$ cat config.mk
export PLATFORM = sky130hd
export DESIGN_NAME = riscv32ima_issue_ctrl
export DESIGN_NICKNAME = d
export VERILOG_FILES = /design/src/rtl/riscv32ima_issue_ctrl.sv
export SDC_FILE = /design/constraint.sdc
export NUM_CORES = 1
export LEC_CHECK = 0
export CAP_MARGIN = 20
export CORE_ASPECT_RATIO = 0.9
export CORE_MARGIN = 2
export CORE_UTILIZATION = 57
export CTS_BUF_LIST = sky130_fd_sc_hd__clkbuf_2 sky130_fd_sc_hd__clkbuf_4 sky130_fd_sc_hd__clkbuf_8
export DETAILED_ROUTE_END_ITERATION = 12
export GPL_TIMING_DRIVEN = 1
export PLACE_DENSITY = 0.88
export SYNTH_ARGS = -nofsm -noshare
export SYNTH_HDL_FRONTEND = slang
export SYNTH_SLANG_ARGS = --single-unit
$ cat constraint.sdc
create_clock -name clk -period 12.2 [get_ports clk]
set_input_delay 3.05 -clock clk [delete_from_list [all_inputs] [get_ports clk]]
set_output_delay 3.05 -clock clk [all_outputs]
set_load 0.05 [all_outputs]
$ cat src/rtl/riscv32ima_issue_ctrl.sv
// Decode->execute issue gate with a per-GPR pending scoreboard; blocks on RAW/WAW/full/redirect.
// Zero-latency combinational handshake; scoreboard and counters update on the next rising edge.
module riscv32ima_issue_ctrl #(
  parameter int REG_ADDR_WIDTH  = 5,
  parameter int MAX_INFLIGHT    = 4,
  parameter int CNT_WIDTH       = 3,
  parameter int STALL_CNT_WIDTH = 32
) (
  input  logic                       clk,
  input  logic                       nrst,
  input  logic                       in_valid,
  output logic                       in_ready,
  input  logic [REG_ADDR_WIDTH-1:0]  in_src0_addr,
  input  logic                       in_src0_used,
  input  logic [REG_ADDR_WIDTH-1:0]  in_src1_addr,
  input  logic                       in_src1_used,
  input  logic [REG_ADDR_WIDTH-1:0]  in_dst_addr,
  input  logic                       in_dst_wen,
  output logic                       out_valid,
  input  logic                       out_ready,
  input  logic                       wback_reg_wen,
  input  logic [REG_ADDR_WIDTH-1:0]  wback_reg_addr,
  input  logic                       wback_pc_wen,
  output logic [31:0]                pending,
  output logic [CNT_WIDTH-1:0]       inflight_cnt,
  output logic [STALL_CNT_WIDTH-1:0] stall_cnt,
  output logic                       sb_err
);

  logic [31:0]                r_pending;
  logic [CNT_WIDTH-1:0]       r_inflight;
  logic [STALL_CNT_WIDTH-1:0] r_stall;
  logic                       r_sb_err;

  logic        w_raw0, w_raw1, w_waw, w_full, w_block;
  logic        w_dst_nz, w_wb_nz, w_issue, w_set, w_rel, w_err, w_stall;
  logic [31:0] w_set_mask, w_clr_mask;

  assign w_dst_nz = in_dst_wen && (in_dst_addr != '0);
  assign w_wb_nz  = wback_reg_wen && (wback_reg_addr != '0);

  // Hazards look only at registered pending state: a releasing register still blocks this cycle.
  assign w_raw0  = in_src0_used && (in_src0_addr != '0) && r_pending[in_src0_addr];
  assign w_raw1  = in_src1_used && (in_src1_addr != '0) && r_pending[in_src1_addr];
  assign w_waw   = w_dst_nz && r_pending[in_dst_addr];
  assign w_full  = (r_inflight == CNT_WIDTH'(MAX_INFLIGHT)) && w_dst_nz;
  assign w_block = w_raw0 || w_raw1 || w_waw || w_full || wback_pc_wen;

  assign out_valid = in_valid && !w_block;
  assign in_ready  = out_ready && !w_block;

  assign w_issue = in_valid && in_ready;
  assign w_set   = w_issue && w_dst_nz;
  assign w_rel   = w_wb_nz && r_pending[wback_reg_addr];
  assign w_err   = w_wb_nz && !r_pending[wback_reg_addr];
  assign w_stall = in_valid && !in_ready;

  assign w_set_mask = w_set ? (32'd1 << in_dst_addr) : 32'd0;
  assign w_clr_mask = w_rel ? (32'd1 << wback_reg_addr) : 32'd0;

  always_ff @(posedge clk) begin
    if (nrst) begin
      r_pending  <= '0;
      r_inflight <= '0;
      r_stall    <= '0;
      r_sb_err   <= 1'b0;
    end else begin
      r_pending <= ((r_pending | w_set_mask) & ~w_clr_mask) & ~32'd1;
      if (w_set && !w_rel) begin
        r_inflight <= r_inflight + 1'b1;
      end else if (!w_set && w_rel) begin
        r_inflight <= r_inflight - 1'b1;
      end
      if (w_stall && (r_stall != {STALL_CNT_WIDTH{1'b1}})) begin
        r_stall <= r_stall + 1'b1;
      end
      if (w_err) begin
        r_sb_err <= 1'b1;
      end
    end
  end

  assign pending      = r_pending;
  assign inflight_cnt = r_inflight;
  assign stall_cnt    = r_stall;
  assign sb_err       = r_sb_err;

endmodule

# Word-level counts from Yosys, hierarchy flattened
# Cells that the tools add are included.
word_totals:
  word_cells: 63
  out_inout_bits: 70
  register_bits: 68
  in_bits: 29
classes:
  n_addsub: 3
  n_lt_le_gt_ge: 4
  reduce_logical: 32
  shifts: 2
  eq_ne: 2
  bitwise: 3
  mux: 12
op_table:
  columns: ["op", "n"]
  rows:
  - ["$mux 32", 2]
  - ["$shl 1x5->32 const A", 2]
  - ["$add 32x1->32 const B", 1]
  - ["$and 32x32->32", 1]
  - ["$ne 32x32->1 const B", 1]
  - ["$not 32->32", 1]
  - ["$or 32x32->32", 1]
  - ["$lt 5x6->1 const B", 4]
  - ["$bmux 1 s5", 4]
  - ["$reduce_bool 5->1", 4]
  - ["$logic_and 1x1->1", 18]
  - ["$mux 3", 2]
  - ["$logic_not 1->1", 5]
  - ["$logic_or 1x1->1", 4]
  - ["$mux 1", 4]
  - ["$add 3x1->3 const B", 1]
  - ["$eq 3x3->1 const B", 1]
  - ["$sub 3x1->3 const B", 1]
  - ["$reduce_bool 2->1", 1]

# Depth between registers and ports, before layout
depth:
  word_depth: 15
  depth_mapped: 15
  depth_no_buf: 11

# Least setup slack after synthesis
# Ideal clock, no wire load.
synth_timing:
  kind: "input port to output port"
  startpoint: "input in_src0_addr[1]"
  endpoint: "output out_valid"
  stages: 6
  arrival_ns: 5.279
  slack_ns: 3.871
  path_buffers: 1
  t_required_ns: 9.150
  cell_sequence: "clkbuf_1 mux4_2 a311o_1 o221a_2 a211o_1 nor2_1"
synth_via:
  elab_chain_cells: 9
  elab_cells_between_ends: 11
  cone_classes: "mux: 2; reduce/logical: 9"
synth_rtl:
  columns: ["item", "line_no", "source"]
  rows:
  - ["from (decl)", "13", "input logic [REG_ADDR_WIDTH-1:0] in_src0_addr,"]
  - ["$bmux 1 s5 / $reduce_bool 5->1 (equally long branches)", "43", "assign w_raw0 = in_src0_used && (in_src0_addr != '0) && r_pending[in_src0_addr];"]
  - ["$mux 1 (implied by the code) / $logic_and 1x1->1 (equally long branches)", "43", null]
  - ["$logic_and 1x1->1 *", "43", null]
  - ["$logic_or 1x1->1 * (4 in a row)", "47", "assign w_block = w_raw0 || w_raw1 || w_waw || w_full || wback_pc_wen;"]
  - ["$logic_not 1->1 *", "49", "assign out_valid = in_valid && !w_block;"]
  - ["$logic_and 1x1->1 *", "49", null]
  - ["to (decl)", "19", "output logic out_valid,"]
# Every way passes the cells marked *; elsewhere a longest branch is shown, timed or not. The select of a mux whose other input is x is not followed.

# Final worst setup path
layout_timing:
  startpoint: "input in_src0_addr[0]"
  endpoint: "output in_ready"
layout_via:
  elab_chain_cells: 9
  elab_cells_between_ends: 11
  cone_classes: "mux: 2; reduce/logical: 9"
layout_rtl:
  columns: ["item", "line_no", "source"]
  rows:
  - ["$bmux 1 s5 / $reduce_bool 5->1 (equally long branches)", "43", null]
  - ["$mux 1 (implied by the code) / $logic_and 1x1->1 (equally long branches)", "43", null]
  - ["$logic_and 1x1->1 *", "43", null]
  - ["$logic_or 1x1->1 * (4 in a row)", "47", null]
  - ["$logic_not 1->1 *", "50", "assign in_ready = out_ready && !w_block;"]
  - ["$logic_and 1x1->1 *", "50", null]
  - ["to (decl)", "12", "output logic in_ready,"]
# Marks and branches as above.

==> impl_metrics.ini <==
[power_and_ir_drop]
ir_worst_vdd_mv = 0.07704
p_leak_nw = 1.877
power_density_nw_per_um2 = 86.54

[floorplan]
die_x_um = 99.04
core_um2 = 7951
die_area_um2 = 8867
start_util = 0.5827
io_pins = 99
die_h_um = 89.53
core.rowCount = 31

[worst_setup_path]
startpoint_type = input pin
rr_endpoint = inflight_cnt[2]
critPathArrivalTime_ps = 6740
r2r_cells = 11
crit_path_end_kind = output port
crit_required_ps = 9150
crit_fanout = 47
r2r_start = pending[11]
critPathKind = input pin to output port
reg2reg_slack_ps = 8590

[global_routing]
grt_pass1_wl_um = 22140
grt_pass1_vias = 4330
antenna_found_initial = 0
use_met3 = 0.06333
grt_max_degree = 85
grt_overflow_total = 0
use_met2 = 0.4717
use_met1 = 0.4446
grtUsageTotal = 0.3156
gr-max-usage-layer = met2

[logic_synthesis]
ys_seq_elements = 67
synthAdderAreaFrac = 0.009722
synth_edf_count = 0
synthMuxAreaShare = 0.2139
syn_nets = 552
ys_types = 54
synth_area_per_cell_um2 = 8.910
synth_xor_area_frac = 0.003781
ys.flop_type = dfxtp_1
yosysSeqAreaShare = 0.2895
synth_warnings = 0
synth-compound-area-share = 0.1804
synth_area_um2 = 4633
ys_async_sr_fraction = 0
synth_top_family_by_area = simple AND/OR/NAND/NOR gates
synthSimpleGateAreaFrac = 0.2468
synthCells = 520

[hold_path]
min_to = stall_cnt[13]
hold_depth = 2
hp-class = flop to flop
worst_hold_startpoint = stall_cnt[13]

[timing]
min_period_over_period = 0.8027
period_needed_ps = 9793
rsz0062_at_grt = false
slew_viol_final = 0
fmax_ghz = 0.1021
setup-tns-final_ps = 0
fin_hold_ws_ps = 507.8
finalHoldViolCount = 0
finalClockSkew_ps = 17.42
fin_ws_ps = 2407
worstMarginPinSlew_ps = 1124
slew_headroom = 0.2447
finalSetupViolCount = 0

[placed_design]
hpwl_um = 9840
numPortBuffers = 97
routabilityCongestion = 0.9508
pre_cts_ws_ps = 2424

[run]
drv_cap = 0

[route]
drtAntennaViolNets = 0
vias = 4783
vias_per_cell = 6.912
wl_per_cell_um = 20.55
firstDrtPassIters = 5
drc = 0
drt-total-wl_um = 14220
drt_iter0_markers = 571

[cts]
clk_latency_ps = 350
clk_pin_slew_ps = 70
cts.hold.buffers_added = 0
root_buffer = clkbuf_8
clockBufferDepth = 2
cts.sinks = 67
cts_resized = 0
cts_tree = done
h-tree-depth = 3
numCtsBuffers = 9
postCtsSetupBuffers = 0

[outcome]
outcome = completed

[final_layout]
antenna_cells = 0
layout.nets = 621
drive_above_1_share = 0.1180
syn2layout_area_growth_pct = 24.49
cells in the final DEF, fill, tap and decap left out, types with 10 or more instances in the layout:
master and n:
clkdlybuf4s50_1 96, mux2_1 11, dfxtp_1 67, nand3_1 18, a31oi_1 17, nand4_1 10
mux2_2 11, nor2_1 52, a21oi_1 35, o21ai_0 12, a211oi_1 32, or3_1 14
nand2_1 27, mux4_2 25, nor2b_1 19, mux2i_1 18, nor3_1 27
state kept, by name, indices dropped and copies added, names as in the netlist:
name and flops:
stall_cnt 32, pending 31, sb_err 1, inflight_cnt 3
power by group:
group / leakage [nW] / internal (mW) / switching (mW)
registers: 0.540 / 0.220 / 0.00215
logic: 1.23 / 0.0268 / 0.0450
clock network: 0.106 / 0.119 / 0.0861
metal layers:
metal	wire length, um	vias to the layer above
met5	0	-
met4	458	0
met3	1687	56
met2	6411	320
met1	5666	2279
li1	-	2128
per-stage QoR:
step	instance area [um2]	instances	util	power [mW]
after floorplan	4633	520	-	0.2783
after global placement	5538	676	0.6965	0.2951
after detailed placement	5553	677	0.6983	0.2978
after CTS	5768	692	0.7254	0.4994
after global routing	5768	692	0.7254	0.5144
final	5768	692	0.7254	0.4992
cells in the mapped netlist (4+ instances only):
cell type,count,share of area
or4b_1,5,0.011
nor2_1,52,0.042
buf_1,4,0.0032
mux4_2,25,0.12
nor2b_1,19,0.026
nand4_1,10,0.014
o21ai_0,12,0.013
or3_1,14,0.019
nor4_2,5,0.014
a211oi_1,32,0.052
a21oi_1,35,0.038
dfxtp_1,67,0.29
buf_6,5,0.012
mux2_2,11,0.027
and3_1,4,0.0054
mux2_1,11,0.027
or4_1,5,0.0081
o41ai_1,4,0.0076
clkbuf_1,24,0.019
nand2_1,27,0.022
inv_1,9,0.0073
mux2i_1,18,0.039
a31oi_1,17,0.023
buf_2,9,0.0097
nor3_1,27,0.029
nand2b_1,7,0.0095
nand3_1,18,0.019
critical path: stages:
cell and delay, ps:
clkdlybuf4s50_1 780, mux4_2 560, a311o_1 380, o221a_2 320, a2111oi_4 300, buf_4 440
clkdlybuf4s50_1 890
kinds of logic after synthesis:
family	count (synthesis)
flip-flops	67
multiplexers	65
buffers and inverters	53
XOR/XNOR	2
AND/OR/NAND/NOR	210
AO/OA/AOI/OAI	119
adder cells (fa/ha/maj)	3
other	1
worst max-delay path by stage:
stage / startpoint / endpoint / slack, ps / cells after the start
final: in_src0_addr[0] / in_ready / 2410 / 7
after global routing: in_src1_addr[0] / in_ready / 2270 / 8
after CTS: in_src0_addr[0] / in_ready / 2420 / 7
after detailed placement: in_src0_addr[0] / in_ready / 2420 / 7
after global placement: in_src0_addr[0] / in_ready / 2500 / 7
after floorplan: in_src0_addr[1] / out_valid / 3870 / 6
area by class of cell:
type / instances / area, um2
tap: 99 / 123.9
inverter: 9 / 33.78
sequential: 67 / 1341
fill: 592 / 2183
clock buffer: 11 / 138.9
multi-input combinational: 400 / 3043
timing repair buffer: 102 / 1011
clock inverter: 4 / 76.32
No activity file was read; power rests on OpenSTA's default activity.
